[src/rtl/dot_arbiter_if.sv]
// dot_arbiter_if: requester operand FIFOs, dot-unit operand/result FIFOs and per-requester result FIFOs.
interface dot_arbiter_if #(
  parameter int NUM_REQ   = 4,
  parameter int TAG_DEPTH = 16
);
  logic [NUM_REQ-1:0] req_empty;
  logic [NUM_REQ-1:0] req_rd_en;
  logic signed [31:0] req_x [NUM_REQ][3];
  logic signed [31:0] req_y [NUM_REQ][3];
  logic dot_empty;
  logic dot_rd_en;
  logic signed [31:0] dot_x [3];
  logic signed [31:0] dot_y [3];
  logic signed [31:0] dot_out;
  logic dot_out_empty;
  logic dot_out_rd_en;
  logic [NUM_REQ-1:0] res_full;
  logic [NUM_REQ-1:0] res_wr_en;
  logic signed [31:0] res_dout;
  logic [$clog2(TAG_DEPTH):0] outstanding;
  modport master (
    input  req_empty, req_x, req_y, dot_rd_en, dot_out, dot_out_empty, res_full,
    output req_rd_en, dot_empty, dot_x, dot_y, dot_out_rd_en, res_wr_en, res_dout, outstanding
  );
  modport slave (
    output req_empty, req_x, req_y, dot_rd_en, dot_out, dot_out_empty, res_full,
    input  req_rd_en, dot_empty, dot_x, dot_y, dot_out_rd_en, res_wr_en, res_dout, outstanding
  );
endinterface

[src/rtl/dot_arbiter.sv]
// dot_arbiter: shares one dot-product unit among NUM_REQ requesters, returning results in issue order.
// Define DOT_ARB_FIXED_PRIO_EN for strict lowest-index-wins priority instead of round-robin.
module dot_arbiter #(
  parameter int NUM_REQ   = 4,
  parameter int TAG_DEPTH = 16
) (
  input logic clock,
  input logic reset,
  dot_arbiter_if.master bus
);
  localparam int IW = $clog2(NUM_REQ);
  localparam int AW = $clog2(TAG_DEPTH);
  typedef enum logic [1:0] {R_IDLE, R_WAIT, R_WRITE} ret_state_t;
  ret_state_t state, state_nxt;
  logic stage_full;
  logic grant;
  logic [IW-1:0] grant_idx;
  logic [IW-1:0] base;
  logic [IW-1:0] head;
  logic [IW-1:0] tag_mem [TAG_DEPTH];
  logic [AW-1:0] wr_ptr, rd_ptr;
  logic [AW:0] count;
  logic pop;

  function automatic logic [IW-1:0] rr_idx(input logic [IW-1:0] b, input int k);
    int s;
    s = int'(b) + k;
    return IW'(s >= NUM_REQ ? s - NUM_REQ : s);
  endfunction

`ifdef DOT_ARB_FIXED_PRIO_EN
  assign base = '0;
`else
  logic [IW-1:0] rr_ptr;
  assign base = rr_ptr;
  always_ff @(posedge clock or posedge reset)
    if (reset) rr_ptr <= '0;
    else if (grant) rr_ptr <= rr_idx(grant_idx, 1);
`endif

  // scan from lowest priority upward so the highest-priority non-empty requester is kept last
  always_comb begin
    grant_idx = '0;
    for (int k = NUM_REQ - 1; k >= 0; k--)
      grant_idx = bus.req_empty[rr_idx(base, k)] ? grant_idx : rr_idx(base, k);
  end

  assign grant         = ~&bus.req_empty && !stage_full && !count[AW] && !reset;
  assign bus.req_rd_en = NUM_REQ'(grant) << grant_idx;
  assign bus.dot_empty = !stage_full;

  always_ff @(posedge clock or posedge reset)
    if (reset) begin
      stage_full <= 1'b0;
      for (int k = 0; k < 3; k++) begin
        bus.dot_x[k] <= '0;
        bus.dot_y[k] <= '0;
      end
    end else begin
      stage_full <= grant | (stage_full & ~bus.dot_rd_en);
      if (grant)
        for (int k = 0; k < 3; k++) begin
          bus.dot_x[k] <= bus.req_x[grant_idx][k];
          bus.dot_y[k] <= bus.req_y[grant_idx][k];
        end
    end

  always_ff @(posedge clock)
    if (grant) tag_mem[wr_ptr] <= grant_idx;

  always_ff @(posedge clock or posedge reset)
    if (reset) begin
      wr_ptr <= '0;
      rd_ptr <= '0;
      count  <= '0;
    end else begin
      wr_ptr <= wr_ptr + AW'(grant);
      rd_ptr <= rd_ptr + AW'(pop);
      count  <= count + (AW+1)'(grant) - (AW+1)'(pop);
    end

  assign head            = tag_mem[rd_ptr];
  assign pop             = state == R_WRITE;
  assign bus.outstanding = count;

  always_ff @(posedge clock or posedge reset)
    if (reset) state <= R_IDLE;
    else state <= state_nxt;

  // only the head tag's result FIFO can stall the return path
  always_comb begin
    bus.dot_out_rd_en = state == R_IDLE && !bus.dot_out_empty && count != '0 && !bus.res_full[head] && !reset;
    bus.res_wr_en     = state == R_WRITE ? NUM_REQ'(1) << head : '0;
    state_nxt         = state == R_WAIT ? R_WRITE : state == R_WRITE ? R_IDLE : bus.dot_out_rd_en ? R_WAIT : R_IDLE;
  end

  always_ff @(posedge clock or posedge reset)
    if (reset) bus.res_dout <= '0;
    else if (state == R_WAIT) bus.res_dout <= bus.dot_out;

  a_rd_onehot: assert property (@(posedge clock) disable iff (reset) $onehot0(bus.req_rd_en));
  a_wr_onehot: assert property (@(posedge clock) disable iff (reset) $onehot0(bus.res_wr_en));
  a_count_max: assert property (@(posedge clock) disable iff (reset) count <= (AW+1)'(TAG_DEPTH));
endmodule

[src/flat_wrapper.sv]
// flat-port wrapper written by rule: the top's interface ports become plain ports
module dot_arbiter_flat 
#(
  parameter int NUM_REQ   = 4,
  parameter int TAG_DEPTH = 16
)
  (clock, reset, bus_req_empty, bus_req_x, bus_req_y, bus_dot_rd_en, bus_dot_out, bus_dot_out_empty, bus_res_full, bus_req_rd_en, bus_dot_empty, bus_dot_x, bus_dot_y, bus_dot_out_rd_en, bus_res_wr_en, bus_res_dout, bus_outstanding);
  dot_arbiter_if #(.NUM_REQ(NUM_REQ), .TAG_DEPTH(TAG_DEPTH)) bus_i ();
  input logic clock;
  input logic reset;
  input wire logic [$bits(bus_i.req_empty)-1:0] bus_req_empty;
  input wire logic [$bits(bus_i.req_x)-1:0] bus_req_x;
  input wire logic [$bits(bus_i.req_y)-1:0] bus_req_y;
  input wire logic [$bits(bus_i.dot_rd_en)-1:0] bus_dot_rd_en;
  input wire logic [$bits(bus_i.dot_out)-1:0] bus_dot_out;
  input wire logic [$bits(bus_i.dot_out_empty)-1:0] bus_dot_out_empty;
  input wire logic [$bits(bus_i.res_full)-1:0] bus_res_full;
  output wire logic [$bits(bus_i.req_rd_en)-1:0] bus_req_rd_en;
  output wire logic [$bits(bus_i.dot_empty)-1:0] bus_dot_empty;
  output wire logic [$bits(bus_i.dot_x)-1:0] bus_dot_x;
  output wire logic [$bits(bus_i.dot_y)-1:0] bus_dot_y;
  output wire logic [$bits(bus_i.dot_out_rd_en)-1:0] bus_dot_out_rd_en;
  output wire logic [$bits(bus_i.res_wr_en)-1:0] bus_res_wr_en;
  output wire logic [$bits(bus_i.res_dout)-1:0] bus_res_dout;
  output wire logic [$bits(bus_i.outstanding)-1:0] bus_outstanding;
  assign bus_i.req_empty = bus_req_empty;
  assign bus_i.req_x = {>>{bus_req_x}};
  assign bus_i.req_y = {>>{bus_req_y}};
  assign bus_i.dot_rd_en = bus_dot_rd_en;
  assign bus_i.dot_out = bus_dot_out;
  assign bus_i.dot_out_empty = bus_dot_out_empty;
  assign bus_i.res_full = bus_res_full;
  assign bus_req_rd_en = bus_i.req_rd_en;
  assign bus_dot_empty = bus_i.dot_empty;
  assign bus_dot_x = {>>{bus_i.dot_x}};
  assign bus_dot_y = {>>{bus_i.dot_y}};
  assign bus_dot_out_rd_en = bus_i.dot_out_rd_en;
  assign bus_res_wr_en = bus_i.res_wr_en;
  assign bus_res_dout = bus_i.res_dout;
  assign bus_outstanding = bus_i.outstanding;
  dot_arbiter #(.NUM_REQ(NUM_REQ), .TAG_DEPTH(TAG_DEPTH)) u_core (.clock(clock), .reset(reset), .bus(bus_i));
endmodule
[config.mk]
export PLATFORM = sky130hd
export DESIGN_NAME = dot_arbiter_flat
export DESIGN_NICKNAME = d
export VERILOG_FILES = /design/src/rtl/dot_arbiter_if.sv /design/src/rtl/dot_arbiter.sv /design/src/flat_wrapper.sv
export SDC_FILE = /design/constraint.sdc
export NUM_CORES = 1
export LEC_CHECK = 0
export ABC_AREA = 1
export CORE_AREA = 2 2 408 410
export CTS_CLUSTER_SIZE = 12
export DETAILED_ROUTE_END_ITERATION = 6
export DIE_AREA = 0 0 410 412
export GPL_TIMING_DRIVEN = 0
export SYNTH_ARGS = -nofsm -noshare
export SYNTH_HDL_FRONTEND = slang
export SYNTH_SLANG_ARGS = --single-unit
[constraint.sdc]
create_clock -name clock -period 9.47 [get_ports clock]
set_input_delay 0.947 -clock clock [delete_from_list [all_inputs] [get_ports clock]]
set_output_delay 0.947 -clock clock [all_outputs]
set_load 0.1 [all_outputs]
## Yosys cells after proc, flatten, opt, wreduce, memory -nomap -nowiden

Memory sizes are Yosys's and may differ from the RTL's.
Cells that the tools add are included.

| storage, ports and cells | value |
|---|---|
| bits in writable memories | 32 |
| bits in registers | 242 |
| memories | 1 |
| word-level logic and storage cells | 93 |
| bits of input ports | 812 |

| cells by class | value |
|---|---|
| $lt $le $gt $ge | 11 |
| muxes and demuxes | 31 |
| reductions and logical operators | 16 |
| equality and inequality tests | 2 |
| $add $sub $neg | 13 |
| shift-type cells | 2 |
| bitwise gates (word level) | 4 |

Memories:

| memory | words | bits a word | rd ports | clocked after memory_dff | wr ports | RTL line | source |
|---|---|---|---|---|---|---|---|
| u_core.tag_mem | 16 | 2 | 1 | 0 | 1 | dot_arbiter.sv:20 | `logic [IW-1:0] tag_mem [TAG_DEPTH];` |

Operator list:

| operator | number |
|---|---|
| 96-bit binary-select mux with 2-bit select | 2 |
| 96-bit two-way mux | 4 |
| 2-bit two-way mux | 11 |
| 3-bit greater-or-equal comparator (second input constant) | 5 |
| 2-bit by 3-bit less-than comparator with 1-bit output (second input constant) | 5 |
| 1-bit binary-select mux with 2-bit select | 5 |
| 2-bit by 1-bit subtractor with 2-bit output (second input constant) | 5 |
| 4-bit by 1-bit adder with 4-bit output | 2 |
| 1-bit two-way mux | 8 |
| 1-bit logical AND | 7 |
| 2-bit by 1-bit adder with 3-bit output (second input constant) | 2 |
| 2-bit by 2-bit adder with 3-bit output (second input constant) | 2 |
| 1-bit zero test | 6 |
| 5-bit by 1-bit adder with 5-bit output | 1 |
| 5-bit nonzero test | 1 |
| 5-bit by 1-bit subtractor with 5-bit output | 1 |
| 4-bit two-way mux | 1 |
| 4-bit AND reduction | 1 |
| 1-bit by 2-bit << shifter with 4-bit output | 1 |
| 1-bit by 2-bit << shifter with 4-bit output (first input constant) | 1 |
| 2-bit by 3-bit greater-or-equal comparator with 1-bit output (second input constant) | 1 |
| 2-bit inverter with 3-bit output | 1 |
| 2-bit by 1-bit equality test with 1-bit output (second input constant) | 1 |
| 2-bit equality test (second input constant) | 1 |
| other kinds (4) | 4 |

## Depth between registers and ports, before layout

Gate-level depths: netlist of run 1.

| logic depth | value |
|---|---|
| word-level depth | 13 |
| gate-level depth with buffers | 15 |
| mapped depth without buffers | 13 |

## Least setup slack after synthesis of run 1

OpenSTA, ideal clock, no wires.

| path | value |
|---|---|
| path type | input-to-output |
| start | in reset |
| end | out bus_dot_out_rd_en |
| arrival time | 7.830 ns |
| path buffers | 0 |
| stages | 5 |
| path slack | 0.693 ns |
| cell sequence | inv_1 nand3_1 a31oi_1 nand3_1 nor2_1 |

| on the way | value |
|---|---|
| longest elaborated chain between the ends | 2 |

RTL lines:

| item | RTL line | source |
|---|---|---|
| start, declared | flat_wrapper.sv:10 | `input logic reset;` |
| 1-bit zero test | dot_arbiter.sv:92 | `bus.dot_out_rd_en = state == R_IDLE && !bus.dot_out_empty && count != '0 && !bus.res_full[head] && !reset;` |
| 1-bit logical AND | dot_arbiter.sv:92 |  |
| end, declared | flat_wrapper.sv:22 | `output wire logic [$bits(bus_i.dot_out_rd_en)-1:0] bus_dot_out_rd_en;` |

No other way between the ends.

## Worst setup path after layout of run 1

| path | value |
|---|---|
| start | in reset |
| end | out bus_req_rd_en[2] |

| on the way | value |
|---|---|
| longest elaborated chain between the ends | 3 |

RTL lines:

| item | RTL line | source |
|---|---|---|
| 1-bit zero test | dot_arbiter.sv:48 | `assign grant = ~&bus.req_empty && !stage_full && !count[AW] && !reset;` |
| 1-bit logical AND | dot_arbiter.sv:48 |  |
| 1-bit by 2-bit << shifter with 4-bit output | dot_arbiter.sv:49 | `assign bus.req_rd_en = NUM_REQ'(grant) << grant_idx;` |
| end, declared | flat_wrapper.sv:18 | `output wire logic [$bits(bus_i.req_rd_en)-1:0] bus_req_rd_en;` |

No other way between the ends.

==> results of run 1 <==
==> worst max-delay path by stage <==
stage          startpoint  slack (ns)  cells past startpoint                 to
2_1_floorplan       reset        0.69                      5  bus_dot_out_rd_en
3_3_place_gp        reset       -4.05                      7  bus_dot_out_rd_en
3_5_place_dp        reset        1.75                      9   bus_req_rd_en[2]
4_1_cts             reset        1.74                      9   bus_req_rd_en[2]
5_1_grt             reset        1.59                      9   bus_req_rd_en[2]
6_report            reset        1.92                      9   bus_req_rd_en[2]
==> placed cells by master (no fill, tap or decap), types with 26 or more instances in the layout <==
cell,instances
clkdlybuf4s50_1,1049
nand2_1,1293
inv_1,812
buf_2,124
clkbuf_1,90
dfrtp_1,242
nor2_1,26
clkbuf_16,40
edfxtp_1,32
nand3_1,798
==> routing by layer <==
metal	global-route usage, %	part of all wire [%]
met1	25.0	42
met5	0	0.12
met3	4.81	7.8
met4	5.64	2.8
met2	32.4	47
==> sequential cells by signal (all words and copies together), names as in the netlist <==
name,count
u_core.wr_ptr,4
u_core.stage_full,1
u_core.state,2
u_core.bus.dot_y,96
u_core.bus.outstanding,5
u_core.bus.dot_x,96
u_core.base,2
u_core.bus.res_dout,32
u_core.tag_mem,32
u_core.rd_ptr,4
==> where the power goes <==
group | leakage (nW) | switching, mW | internal (mW)
Combinational | 14.5 | 10.2 | 3.07
Sequential | 3.30 | 0.386 | 1.75
Clock | 0.645 | 0.698 | 0.888
Total | 18.5 | 11.3 | 5.71
==> layout make-up <==
class	instances	share of cell area (%)
Clock buffer	52	3.14
Inverter	816	8.71
Clock inverter	22	0.614
Antenna cell	24	0.170
Sequential cell	274	19.9
Tap cell	2189	7.77
Multi-Input combinational cell	2180	26.8
Timing Repair Buffer	1053	30.0
Buffer	223	2.90
==> critical path, stage by stage <==
cell and delay (ns):
clkdlybuf4s50_1 0.58, nor3_1 0.92, nand2_1 0.56, inv_1 0.19, clkbuf_2 0.73, clkbuf_1 0.63
nand2_1 0.44, nor2_1 0.28, clkdlybuf4s50_1 1.28
==> kinds of logic (layout without fill, tap and decap cells) <==
logic type / count (synthesis) / after routing / share of synthesized area, %
buffers and inverters: 1039 / 2166 / 19.9
DFF: 274 / 274 / 34.2
other: 0 / 24 / 0
AOI/OAI and AO/OA: 30 / 30 / 0.847
and+or+nand+nor: 2131 / 2131 / 44.0
xor gates and xnor gates: 8 / 8 / 0.341
adders and majority gates: 11 / 11 / 0.707
==> metrics.yaml, run 1 <==
global_routing:
  grt_pass1_vias: 26700
  grt_pass1_wl_mm: 227
  grt_util_all_layers_pct: 19.5
  grt_max_degree: 97
  grt_overflow: 0
  antenna_found_initial: 64
timing:
  rsz0062_at_grt: "no"
  fin_crit_sh_pct: 79.8
  report.final.hold_viol_count: 0
  fin_crit_ns: 7.55
  holdWs_ns: 0.474
  setup_tns_ns: 0
  maxSlewViolCount: 0
  max-slew-margin-rel_pct: 5.99
  fmax_mhz: 132
  setup_viol: 0
  worstMarginPinSlew_ns: 1.41
  finalClockSkew_ns: 0.0296
  setup_ws_ns: 1.92
worst_setup_path:
  arrival_ns: 6.61
  path_class: "input pin to output port"
  crit_path_max_fanout: 10
  cp-end-kind: "output port"
  r2r_cells: 11
  r2r_end: "u_core.bus.outstanding[4]$_DFF_PP0_"
  reg2reg_from: "u_core.bus.outstanding[4]$_DFF_PP0_"
  cp-start-kind: "input pin"
  required_ns: 8.52
  r2r_setup_slack_ns: 4.96
outcome:
  outcome: "finished, final reports clean"
clock_tree:
  cts_post_setup_buffers_inserted: 0
  cts_resized: 0
  cts_hold_buf: 0
  clock_sinks: 274
  htreeDepth: 2
  path_clk_slew_ns: 0.06
  clockRootBuffer: "clkbuf_16"
  cts_made_buffers: 40
  clk_latency_ns: 0.62
  cts_max_path_buffers: 3
  cts_tree: "yes"
layout:
  multi_input_area_mm2: 0.00943
  nNetsFinal: 5411
  layout.area.seq_mm2: 0.00702
  fin_util_pct: 21.5
  drive_gt1_share_pct: 4.65
  nFillCells: 18700
  design_area_mm2: 0.0352
  areaGrowthSynthToFinish_pct: 71.7
  layout.cells.non_filler: 6833
detailed_routing:
  postRouteAntennaNets: 0
  num_vias: 27500
  avgRoutedWirePerCell_um: 25.3
  route.detailed.drc: 0
  routed_wl_mm: 173
  via_per_inst: 4.03
  drt-initial-drc-count: 2775
  drt_first_pass_iters: 6
pwr:
  peakVddDrop_uv: 266
  finalPower_mw: 17.0
  p_leak_nw: 18.5
  power_density_mw_per_mm2: 482
yosys:
  synth_top_area_share_pct: 29.5
  synth_common_cells: "nand2_1 (1,293), inv_1 (813), nand3_1 (798)"
  synth-edff-count: 32
  synth.largest_area_cell: "dfrtp_1"
  postSynthAreaPerCell_um2: 5.88
  synthArstFlopShare_pct: 88.3
  ys_seq_elements: 274
  syn_nets: 4316
  yosysWarnings: 0
  netlist_area_mm2: 0.0205
  synthTopCellsByArea: "dfrtp_1 (29%), nand2_1 (24%), nand3_1 (19%), inv_1 (15%), edfxtp_1 (4.7%)"
  synthFlopType: "dfrtp_1"
  ys_seq_area_share_pct: 34.2
  syn-instance-count: 3493
  yosysMostFrequentCell: "nand2_1"
  yosysUniqueCellTypes: 24
placed_design:
  place_ws_ns: 1.75
  dpl_cell_area_mm2: 0.0339
  hpwl_mm: 145
  place_congestion: 1.00
  io_buffers: 1050
  placed_cells: 6735
floorplanning:
  core_area_mm2: 0.164
  num_io_pins: 1051
  die_area_mm2: 0.169
  dieWidth_um: 410
  start_util_pct: 12.5
  row_count: 149
  fp.dieH_um: 412
job:
  maxCapViolCount: 0
worst_hold_path:
  hold-path-endpoint: "u_core.bus.dot_y[64]$_DFFE_PP0P_"
  whs_path_depth: 2
  hp-start: "u_core.bus.dot_y[64]$_DFFE_PP0P_"
  min_path_type: "register to register"
Note: power is estimated with default switching activity, not from simulation.
==> run 2: changes to the inputs <==
- clock period: 9.47 -> 7.1 ns (I/O delays scaled with it)
==> metrics.yaml, run 2 (synthesized netlist as in run 1, its figures left out) <==
outcome:
  outcome: "finished, final reports clean"  # unchanged
clock_tree:
  clockRootBuffer: "clkbuf_16"  # unchanged
  cts_hold_buf: 0  # unchanged
  path_clk_slew_ns: 0.04  # was 0.06 ns
  clk_latency_ns: 0.62  # about the same
  cts_max_path_buffers: 3  # unchanged
  htreeDepth: 2  # unchanged
  cts_post_setup_buffers_inserted: 0  # unchanged
  cts_resized: 0  # unchanged
  cts_made_buffers: 42  # was 40
  cts_tree: "yes"  # unchanged
  clock_sinks: 274  # unchanged
floorplanning:
  start_util_pct: 12.5  # unchanged
  dieWidth_um: 410  # unchanged
  row_count: 149  # unchanged
  fp.dieH_um: 412  # unchanged
  num_io_pins: 1051  # unchanged
  core_area_mm2: 0.164  # unchanged
  die_area_mm2: 0.169  # unchanged
worst_setup_path:
  cp-end-kind: "output port"  # unchanged
  reg2reg_from: "u_core.base[0]$_DFFE_PP0P_"  # was u_core.bus.outstanding[4]$_DFF_PP0_
  path_class: "input pin to output port"  # unchanged
  arrival_ns: 5.14  # was 6.61 ns
  cp_num_buf_inv: 6  # was 5
  cp-start-kind: "input pin"  # unchanged
  crit_path_start: "reset"  # unchanged
  critPathSlowestCell: "clkdlybuf4s50_1"  # unchanged
  critPathMaxStageDelay_ns: 1.17  # was 1.28 ns
  worstPathCellList: "clkdlybuf4s50_1, nor3_1, nand2_1, inv_1, clkbuf_2, buf_16, clkbuf_1, nand2_1, nor2_1, clkdlybuf4s50_1"  # was clkdlybuf4s50_1, nor3_1, nand2_1, inv_1, clkbuf_2, clkbuf_1, nand2_1, nor2_1, clkdlybuf4s50_1
  crit_family: "buffers and inverters"  # unchanged
  crit_path_max_fanout: 10  # unchanged
  required_ns: 6.39  # was 8.52 ns
timing:
  fin_crit_ns: 5.85
  fmax_mhz: 171
  setup_ws_ns: 1.25  # was 1.92 ns
  setup_tns_ns: 0  # unchanged
  fin_crit_sh_pct: 82.4
  max-slew-margin-rel_pct: 11.3  # was 5.99%
  maxSlewViolCount: 0  # unchanged
  setup_viol: 0  # unchanged
  rsz0062_at_grt: "no"  # unchanged
  finalClockSkew_ns: 0.0364  # was 0.0296 ns
  worstMarginPinSlew_ns: 1.33  # was 1.41 ns
  report.final.hold_viol_count: 0  # unchanged
layout:
  nFillCells: 18700  # about the same
  nNetsFinal: 5419  # was 5,411
  reg_top3: "u_core.bus.dot_x x96, u_core.bus.dot_y x96"  # unchanged
  layout_common_cells: "nand2_1 (1,293), clkdlybuf4s50_1 (1,049), inv_1 (812)"  # unchanged
  multi_input_area_mm2: 0.00943  # unchanged
  layout.area.seq_mm2: 0.00702  # unchanged
  design_area_mm2: 0.0356  # was 0.0352 mm^2
  areaGrowthSynthToFinish_pct: 73.3  # was 71.7%
  layout.cells.non_filler: 6848  # was 6,833
  drive_gt1_share_pct: 4.71  # was 4.65%
  final_common_cell: "nand2_1"  # unchanged
detailed_routing:
  routed_wl_mm: 163  # was 173 mm
  drt_first_pass_iters: 6  # unchanged
  drt-initial-drc-count: 2376  # was 2,775
  route.detailed.drc: 0  # unchanged
  avgRoutedWirePerCell_um: 23.9  # was 25.3 um
  num_vias: 27500  # about the same
  postRouteAntennaNets: 0  # unchanged
  via_per_inst: 4.01  # was 4.03
global_routing:
  grt_pass1_vias: 26700  # about the same
  grt_max_degree: 38  # was 97
  grt_pass1_wl_mm: 214  # was 227 mm
  antenna_found_initial: 70  # was 64
  grt_overflow: 0  # unchanged
  grt_util_all_layers_pct: 18.3  # was 19.5%
worst_hold_path:
  hp-start: "u_core.bus.dot_x[80]$_DFFE_PP0P_"  # was u_core.bus.dot_y[64]$_DFFE_PP0P_
  min_path_type: "register to register"  # unchanged
placed_design:
  dpl_cell_area_mm2: 0.0340  # was 0.0339 mm^2
  place_congestion: 1.01  # was 1.00
  io_buffers: 1050  # unchanged
  hpwl_mm: 138  # was 145 mm
  place_ws_ns: 1.06  # was 1.75 ns
  placed_cells: 6741  # was 6,735
job:
  maxCapViolCount: 0  # unchanged
-- run 2: changes by cell type in the layout (fill, tap and decap cells not counted), moves of 3 or more --
cell	before	now
clkbuf_8	6	9
buf_12	1	8
diode_2	24	31
bufinv_16	2	7
clkinv_8	3	0
clkinv_2	9	1
clkbuf_1	90	93
-- run 2: through the flow --
step	util, %	hold slack (ns)
detailed placement	20.7	0.463
CTS	21.6	0.477
global route	21.6	0.493
global placement	20.6	0.463
finish	21.7	0.473
floorplan	-	0.477
-- run 2: area by class of cell --
cell class              count  area share, %
well taps                2189           7.70
diodes                     31          0.218
clock inverters            17          0.946
repair buffers           1059           30.0
inverters                 816           8.62
multi-input cells        2180           26.5
flip-flops and latches    274           19.7
clock buffers              59           3.39
plain buffers             223           2.87
-- run 2: metal layers --
layer  track usage [%]  share of wire (%)
met1              23.0                 41
met2              30.3                 47
met3              4.47                8.3
met4              6.66                3.4
met5                 0              0.092
-- run 2: worst reg2reg max path, stage by stage (launching register included) --
cell	delay, ns
dfrtp_1	0.45
inv_2	0.18
nand2_1	0.07
nand2_1	0.09
nand2_1	0.09
nand4_1	0.10
nand2_1	0.41
inv_2	0.40
buf_2	0.64
buf_2	0.64
nand3_1	0.72
nand2_1	0.23
nand2_1	0.10
nand2_1	0.12
-- run 2: path summary, 6_finish.rpt --
check | endpoint | slack, ns | cells after the start
setup / recovery | bus_req_rd_en[0] | 1.25 | 10
hold / removal | u_core.bus.dot_x[80]$_DFFE_PP0P_ | 0.47 | 2
setup reg to reg | u_core.bus.dot_x[57]$_DFFE_PP0P_ | 2.80 | 13
hold reg to reg | u_core.bus.dot_x[80]$_DFFE_PP0P_ | 0.47 | 2
max in group asynchronous | u_core.bus.dot_y[89]$_DFFE_PP0P_ | 4.92 | 6
min in group asynchronous | u_core.stage_full$_DFF_PP0_ | 0.65 | 2
Power of run 2 is left out: the tool's default activity adds up to more than one toggle a clock period on the data nets, which glitch-free logic cannot reach.
